[src/rtl/instruction_fetch_unit_pkg.sv]
// Shared fetch-stage types: FSM state encoding, PC width default and the decoder's reset-state instruction word.
package instruction_fetch_unit_pkg;

   typedef enum logic [1:0] {
      BOOT   = 2'd0,
      FETCH  = 2'd1,
      ISSUE  = 2'd2,
      HALTED = 2'd3
   } fetch_state_t;

   localparam int          PC_WIDTH_DEFAULT          = 16;
   localparam int          INSTRUCTION_WIDTH_DEFAULT = 16;
   localparam logic [15:0] RESET_INSTRUCTION_WORD    = 16'hFFFF;

endpackage

[src/rtl/fetch_pc_register.sv]
// Program counter: reset to RESET_VECTOR, redirect load beats sequential increment; wraps modulo 2^PC_WIDTH.
// Updates on the clock edge after load/increment; no backpressure of its own.
module fetch_pc_register
   import instruction_fetch_unit_pkg::*;
#(
   parameter int                  PC_WIDTH     = PC_WIDTH_DEFAULT,
   parameter logic [PC_WIDTH-1:0] RESET_VECTOR = '0
) (
   input  logic                clock,
   input  logic                reset,
   input  logic                load,
   input  logic [PC_WIDTH-1:0] load_value,
   input  logic                increment,
   output logic [PC_WIDTH-1:0] pc
);

   always_ff @(posedge clock or posedge reset) begin
      if (reset) begin
         pc <= RESET_VECTOR;
      end else if (load) begin
         pc <= load_value;
      end else if (increment) begin
         pc <= pc + PC_WIDTH'(1);
      end
   end

endmodule

[src/rtl/instruction_fetch_unit.sv]
// Fetch stage: one word per FETCH/ISSUE pair, instr_valid one cycle after mem_ready; stall holds ISSUE.
// Optional 32-bit accepted-fetch counter output fetch_count when INSTRUCTION_FETCH_COUNTER_EN is defined.
module instruction_fetch_unit
   import instruction_fetch_unit_pkg::*;
#(
   parameter int                           INSTRUCTION_WIDTH = INSTRUCTION_WIDTH_DEFAULT,
   parameter int                           PC_WIDTH          = PC_WIDTH_DEFAULT,
   parameter logic [PC_WIDTH-1:0]          RESET_VECTOR      = '0,
   parameter logic [INSTRUCTION_WIDTH-1:0] RESET_INSTRUCTION = INSTRUCTION_WIDTH'(RESET_INSTRUCTION_WORD)
) (
   input  logic                         clock,
   input  logic                         reset,
   output logic                         mem_req,
   output logic [PC_WIDTH-1:0]          mem_addr,
   input  logic [INSTRUCTION_WIDTH-1:0] mem_rdata,
   input  logic                         mem_ready,
   input  logic                         stall,
   input  logic                         redirect_valid,
   input  logic [PC_WIDTH-1:0]          redirect_target,
   input  logic                         halt,
   input  logic                         resume,
   output logic [INSTRUCTION_WIDTH-1:0] instruction,
   output logic                         instr_valid,
   output logic [PC_WIDTH-1:0]          instr_pc,
   output logic                         halted
`ifdef INSTRUCTION_FETCH_COUNTER_EN
   ,
   output logic [31:0]                  fetch_count
`endif
);

   fetch_state_t        state;
   fetch_state_t        state_nxt;
   logic [PC_WIDTH-1:0] pc;
   logic                pc_load;
   logic                pc_inc;
   logic                capture;
   logic                valid_nxt;
   logic                halted_nxt;

   fetch_pc_register #(
      .PC_WIDTH     (PC_WIDTH),
      .RESET_VECTOR (RESET_VECTOR)
   ) u_pc (
      .clock      (clock),
      .reset      (reset),
      .load       (pc_load),
      .load_value (redirect_target),
      .increment  (pc_inc),
      .pc         (pc)
   );

   // Request decodes straight from state so a reset drops it in the same cycle.
   assign mem_req  = (state == FETCH);
   assign mem_addr = pc;

   always_ff @(posedge clock or posedge reset) begin
      if (reset) begin
         state <= BOOT;
      end else begin
         state <= state_nxt;
      end
   end

   always_comb begin
      state_nxt  = state;
      pc_load    = 1'b0;
      pc_inc     = 1'b0;
      capture    = 1'b0;
      valid_nxt  = instr_valid;
      halted_nxt = halted;
      case (state)
         BOOT: begin
            state_nxt = FETCH;
            valid_nxt = 1'b1;
         end
         FETCH: begin
            if (redirect_valid) begin
               pc_load   = 1'b1;
               valid_nxt = 1'b0;
            end else if (mem_ready) begin
               capture   = 1'b1;
               pc_inc    = 1'b1;
               valid_nxt = 1'b1;
               state_nxt = ISSUE;
            end else begin
               valid_nxt = 1'b0;
            end
         end
         ISSUE: begin
            if (redirect_valid) begin
               pc_load   = 1'b1;
               valid_nxt = 1'b0;
               state_nxt = FETCH;
            end else if (halt) begin
               valid_nxt  = 1'b0;
               halted_nxt = 1'b1;
               state_nxt  = HALTED;
            end else if (!stall) begin
               valid_nxt = 1'b0;
               state_nxt = FETCH;
            end
         end
         HALTED: begin
            valid_nxt = 1'b0;
            pc_load   = redirect_valid;
            if (resume) begin
               halted_nxt = 1'b0;
               state_nxt  = FETCH;
            end
         end
         default: begin
            state_nxt = BOOT;
         end
      endcase
   end

   always_ff @(posedge clock or posedge reset) begin
      if (reset) begin
         instruction <= RESET_INSTRUCTION;
         instr_pc    <= RESET_VECTOR;
         instr_valid <= 1'b0;
         halted      <= 1'b0;
      end else begin
         instr_valid <= valid_nxt;
         halted      <= halted_nxt;
         if (capture) begin
            instruction <= mem_rdata;
            instr_pc    <= pc;
         end
      end
   end

`ifdef INSTRUCTION_FETCH_COUNTER_EN
   always_ff @(posedge clock or posedge reset) begin
      if (reset) begin
         fetch_count <= '0;
      end else if (capture) begin
         fetch_count <= fetch_count + 32'd1;
      end
   end
`endif

endmodule

[config.mk]
export PLATFORM = sky130hd
export DESIGN_NAME = instruction_fetch_unit
export DESIGN_NICKNAME = d
export VERILOG_FILES = /design/src/rtl/instruction_fetch_unit_pkg.sv /design/src/rtl/fetch_pc_register.sv /design/src/rtl/instruction_fetch_unit.sv
export SDC_FILE = /design/constraint.sdc
export NUM_CORES = 1
export LEC_CHECK = 0
export CAP_MARGIN = 40
export CORE_MARGIN = 8
export CORE_UTILIZATION = 44
export DETAILED_ROUTE_END_ITERATION = 8
export GPL_ROUTABILITY_DRIVEN = 0
export PLACE_DENSITY = 0.88
export SETUP_SLACK_MARGIN = 0.02
export SLEW_MARGIN = 30
export SYNTH_ARGS = -nofsm -noshare
export SYNTH_HDL_FRONTEND = slang
export SYNTH_HIERARCHICAL = 1
export SYNTH_SLANG_ARGS = --single-unit
[constraint.sdc]
create_clock -name clock -period 3.1 [get_ports clock]
set_clock_uncertainty 0.2 [all_clocks]
set_input_delay 0.62 -clock clock [delete_from_list [all_inputs] [get_ports clock]]
set_output_delay 0.62 -clock clock [all_outputs]
set_load 0.05 [all_outputs]
### After elaboration in Yosys (flattened, before gate mapping)

Index checks and enable logic that the tools add are counted.

* register bits after elaboration: 52

* $add $sub $neg: 1
* eq/ne operators: 9
* multiplexer cells: 22
* reductions and logical operators: 6

Operators with widths (number)
* $mux 16: 2
* $add 16x1->16 const B: 1
* $mux 2: 6
* $mux 1: 10
* $ne 2x2->1 const B: 4
* $pmux 2 s4: 1
* $reduce_and 4->1: 2
* $eq 2x2->1 const B: 2
* $ne 4x4->1 const B: 1
* $pmux 1 s2: 2
* $pmux 1 s4: 1
* $reduce_bool 2->1: 2
* $eq 2x1->1 const B: 1
* $logic_not 2->1: 1
* $ne 2x1->1 const B: 1
* $reduce_or 2->1: 1

### Longest topological paths before layout

Gate-level depths: netlist of the first run.

* depth after elaboration: 5
* mapped depth: 10
* mapped depth without buffers: 8

### By module

Netlist of the first run, hierarchy kept.

By module, submodules not included
* instruction_fetch_unit: instances 1, cells an instance 99, area an instance 1537.7 µm², sequential area each 920.9 µm²
* fetch_pc_register: instances 1, cells an instance 101, area an instance 917.1 µm², sequential area each 400.4 µm²

### Least setup slack after synthesis of the first run

No wires, ideal clock.

* kind: reg2reg
* start: register state[1]
* end: register u_pc.pc[13]
* setup time: 0.127 ns
* arrival: 1.993 ns
* required time: 2.773 ns
* slack: 0.780 ns
* stages on the path, launching flop included: 11
* buffers on the path: 2
* path through: dfrtp_1 inv_1 ha_1 nand3b_4 buf_4 inv_1 buf_2 nand3_1 nor3_1 mux2i_1 nand3_1

* elaborated cells between the ends (all ways): 8
* those cells by class: 3 x eq/ne; 3 x mux; 2 x reduce/logical

RTL lines
* from (decl): line instruction_fetch_unit.sv:32 `fetch_state_t state;`
* from (signal assigned): line instruction_fetch_unit.sv:61 `state <= state_nxt;`
* $eq 2x1->1
* $mux 1
* named net capture: line instruction_fetch_unit.sv:37 `logic capture;`
* $reduce_bool 2->1 (no line)
* to (signal assigned): line fetch_pc_register.sv:21 `pc <= load_value;`
* to (signal assigned): line fetch_pc_register.sv:23 `pc <= pc + PC_WIDTH'(1);`
* to (decl): line fetch_pc_register.sv:14 `output logic [PC_WIDTH-1:0] pc`

The timed path passes the listed nets, and every way through them passes these cells.
A chain may end at the register's enable or synchronous reset.

### Worst setup path in the final report of the first run

* start: register state[1]
* end: output mem_req

* cells in the longest elaborated chain, start to end: 1

RTL lines
* $eq 2x1->1: line instruction_fetch_unit.sv:54 `assign mem_req = (state == FETCH);`
* to (decl): line instruction_fetch_unit.sv:13 `output logic mem_req,`

No other way between the ends.

==> summary.md, run 1 <==
| Metric | Value |
|---|---|
| CP Class | reg2out |
| Vias in the first global route | 1964 |
| Pwr Density | 1230 nW/um2 |
| Synth top area share | 36.7% |
| Slew HR | a little over half |
| Detailed Route WL | 5.85 mm |
| Pwr Total | approximately 4.3 mW |
| TritonCTS clock tree | built |
| Min-Delay Path Class | reg2reg |
| Yosys reg bits | 52 |
| Htree depth | 2 |
| Final setup violating endpoints | 0 |
| RSZ-0062 raised after global routing | false |
| Synth warn | 6 |
| Period utilisation layout | 85.5% |
| Post-synthesis simple-gate area fraction | 13.0% |
| Internal | 2.18 mW |
| IO Port Bufs | 89 |
| WL met1 | 2.42 mm |
| Syn Inst Count | 200 |
| Area contributors post-synth | dfrtp_1 (37%), dfstp_2 (17%), mux2_2 (15%), ha_1 (3.6%), nand2_1 (3.4%) |
| XOR/XNOR Fraction of Synth Area | 4.64% |
| Starting Density | 45.1% |
| Max cap viols | 0 |
| Reg-to-reg slack, setup | about 0.73 ns |
| CP peak stage delay | 0.80 ns |
| Hold Violations, Final | 0 |
| Worst hold slack | between 0.3 and 0.4 ns |
| Slowest-stage cell, CP | clkdlybuf4s50_1 |
| Min Tclk post-route | 2.65 ns |
| Iteration-0 DRC Markers | 65 |
| WP data arrival | ~1.8 ns |
| EDFF count, synth | 0 |
| Std-Cell Rows | 27 |
| Worst path cell trace | inv_1, ha_1, clkdlybuf4s50_1 |
| P_sw | 2.15 mW |
| Area leader, netlist | dfrtp_1 |
| Seq pwr share | 31.7% |
| Design area | 3520 um2 |
| Storage element area | 1320 um2 |
| Via count | between 1500 and 2000 |
| WL/cell | between 15 and 20 um |
| VDD IR max | between 0.0006 and 0.0007 V |
| Die area | 8230 um2 |
| Worst Max-Slew Pin Slew | 0.698 ns |
| Crit end category | output pin |
| First-pass GRT wire length | 9.70 mm |
| Lkg Pwr | 1.43 nW |
| CP startpoint kind | flip-flop |
| Grt ovf | 0 |
| Switching Share | 49.7% |
| Total track usage | 14.3% |
| Met3 wire len | 550 um |
| Synthesized cell area | 2450 um2 |
| Post-synthesis cell type count | 31 |
| Worst-Skew Late Latency | 0.30 ns |
| Top Layer Used | met4 |
| Most frequent cells after synthesis | dfrtp_1 (36), mux2_2 (32), nand2_1 (22) |
| Cts bufs inserted | 5 |
| Clock group share of total power | between 8 and 9% |
| Status | finished clean |
| Met2 routed WL | 2.82 mm |
| Setup TNS | 0 ns |
| Area fraction in compound gates after synthesis | 4.49% |
| Clk pin slew, worst setup/hold paths | 0.09 ns |
| Adder-cell share of the synthesized area | around 3.6% |
| Top-count cell post-synth | dfrtp_1 |
| Via density | 5.07 |
| Postcts setup bufs | 0 |
| Multi-input logic area | roughly 1100 um2 |
| Die H | approximately 90 um |
| Mux cell area share after synthesis | between 15 and 20% |
| Post-route ant nets | 0 |
| Core area | approximately 5400 um2 |
| Fillers | 411 |
| Die width | 90.7 um |
| Mean Syn Cell Area | ~12 um2 |
| Sequential cell area fraction in the yosys report | a little over half |
| CP max FO | 4 |
| DRC Markers | 0 |
| Post-DP HPWL | 4.49 mm |
| Hold Buf Count CTS | 0 |
| CTS max path bufs | 2 |
| Achievable frequency | 0.377 GHz |
| Fin nets | between 300 and 400 |
| Largest family of logic cells by synthesized area | multiplexers |
| # diodes | 0 |
| I/O Pins | 90 |
| Clock sinks | 52 |
| Final core utilization | between 60% and 70% |
| Clock root cell | clkbuf_8 |
| Cell Area, Placed | roughly 3400 um2 |
| CP required | 2.28 ns |
| Area delta synth->final | 43.5% |
| Most used DFF post-synth | dfrtp_1 |
| Post-CTS Resized | 0 |
| Async SR Flop Fraction | 100% |
| Largest net degree at the start of global routing | 34 |
| Total iterations of the first detailed-routing run | 4 |
| Initial antenna violation count | 0 |
| Combinational share of power | 59.6% |
| Syn nets | 246 |
| Pins over their slew limit | 0 |
| Layout cells sized above 1 | 22.2% |
## placed cells by master, fill, tap and decap left out, types with 2 or more instances in the layout
master	instances
clkdlybuf4s50_1	89
dfrtp_1	36
mux2_2	32
nand2_1	22
dfstp_2	16
o21ai_0	15
inv_1	8
xnor2_1	8
ha_1	7
nand3_1	6
mux2i_1	5
clkbuf_8	5
xor2_1	5
nor2b_1	4
nand4_1	4
nor3_1	4
nor4_2	3
mux2_1	2
clkinv_2	2
buf_4	2
nor4_1	2
o21ai_1	2
nor2_1	2
## state kept, by name, summed over array words and instances (netlist names)
name	cells
u_pc/pc	16
instruction	16
halted	1
instr_pc	16
state	2
instr_valid	1
## through the flow
step           instances  setup WS [ns]
6_report             365          0.449
5_1_grt              365          0.371
4_1_cts              365          0.430
3_5_place_dp         357          0.344
3_3_place_gp         357          0.445
2_1_floorplan        200          0.780
## layout make-up
class	instances	share of cell area [%]
Inverter	8	0.853
Tap cell	72	2.56
Timing Repair Buffer	92	26.3
Clock buffer	5	1.95
Sequential cell	52	37.5
Clock inverter	3	0.533
Multi-Input combinational cell	133	30.3
## worst paths after layout
kind,from,end,depth (start not counted)
hold / removal,instr_pc[11]$_DFFE_PP0P_,instr_pc[11]$_DFFE_PP0P_,1
setup reg to reg,state[1]$_DFFE_PP0P_,u_pc/pc[13]$_DFFE_PP0P_,8
setup / recovery,state[1]$_DFFE_PP0P_,mem_req,3
hold reg to reg,instr_pc[11]$_DFFE_PP0P_,instr_pc[11]$_DFFE_PP0P_,1
min in group asynchronous,reset,u_pc/pc[0]$_DFFE_PP0P_,2
max in group asynchronous,reset,instruction[15]$_DFFE_PP1P_,3
## routing by layer
layer,vias up,GRT usage [%]
met4,0,3.19
met2,67,23.5
met5,-,0
met1,906,16.8
met3,4,6.32
li1,874,-
## critical path, delay by kind of cell (launching register included)
family	cells	cell delay, ns
adders and majority gates	1	0.18
DFF	1	0.42
buffers and inverters	2	0.93
## kinds of logic after synthesis
| family | count (synthesis) |
|---|---|
| buffers and inverters | 15 |
| multiplexers | 39 |
| XOR/XNOR | 13 |
| adder cells (fa/ha/maj) | 7 |
| AO/OA/AOI/OAI | 20 |
| AND/OR/NAND/NOR | 54 |
| flip-flops | 52 |
## power groups by stage
| stage | Clock (mW) | Sequential (mW) | Combinational [mW] |
|---|---|---|---|
| 2_1_floorplan | 0 | 2.48 | 0.627 |
| 3_3_place_gp | 0 | 1.37 | 2.56 |
| 3_5_place_dp | 0 | 1.39 | 2.60 |
| 4_1_cts | 0.392 | 1.38 | 2.61 |
| 5_1_grt | 0.415 | 1.43 | 2.72 |
| 6_report | 0.377 | 1.37 | 2.58 |
(Power assumes the default switching activity.)
==> run 2, diff against run 1 <==
--- a/config.mk
+++ b/config.mk
@@ -12,6 +12,7 @@
 export GPL_ROUTABILITY_DRIVEN = 0
 export PLACE_DENSITY = 0.88
 export SETUP_SLACK_MARGIN = 0.02
+export SKIP_CTS_REPAIR_TIMING = 1
 export SLEW_MARGIN = 30
 export SYNTH_ARGS = -nofsm -noshare
 export SYNTH_HDL_FRONTEND = slang
==> results of run 2 <==
The final DEF is identical to that of run 1; final timing and power are the same.
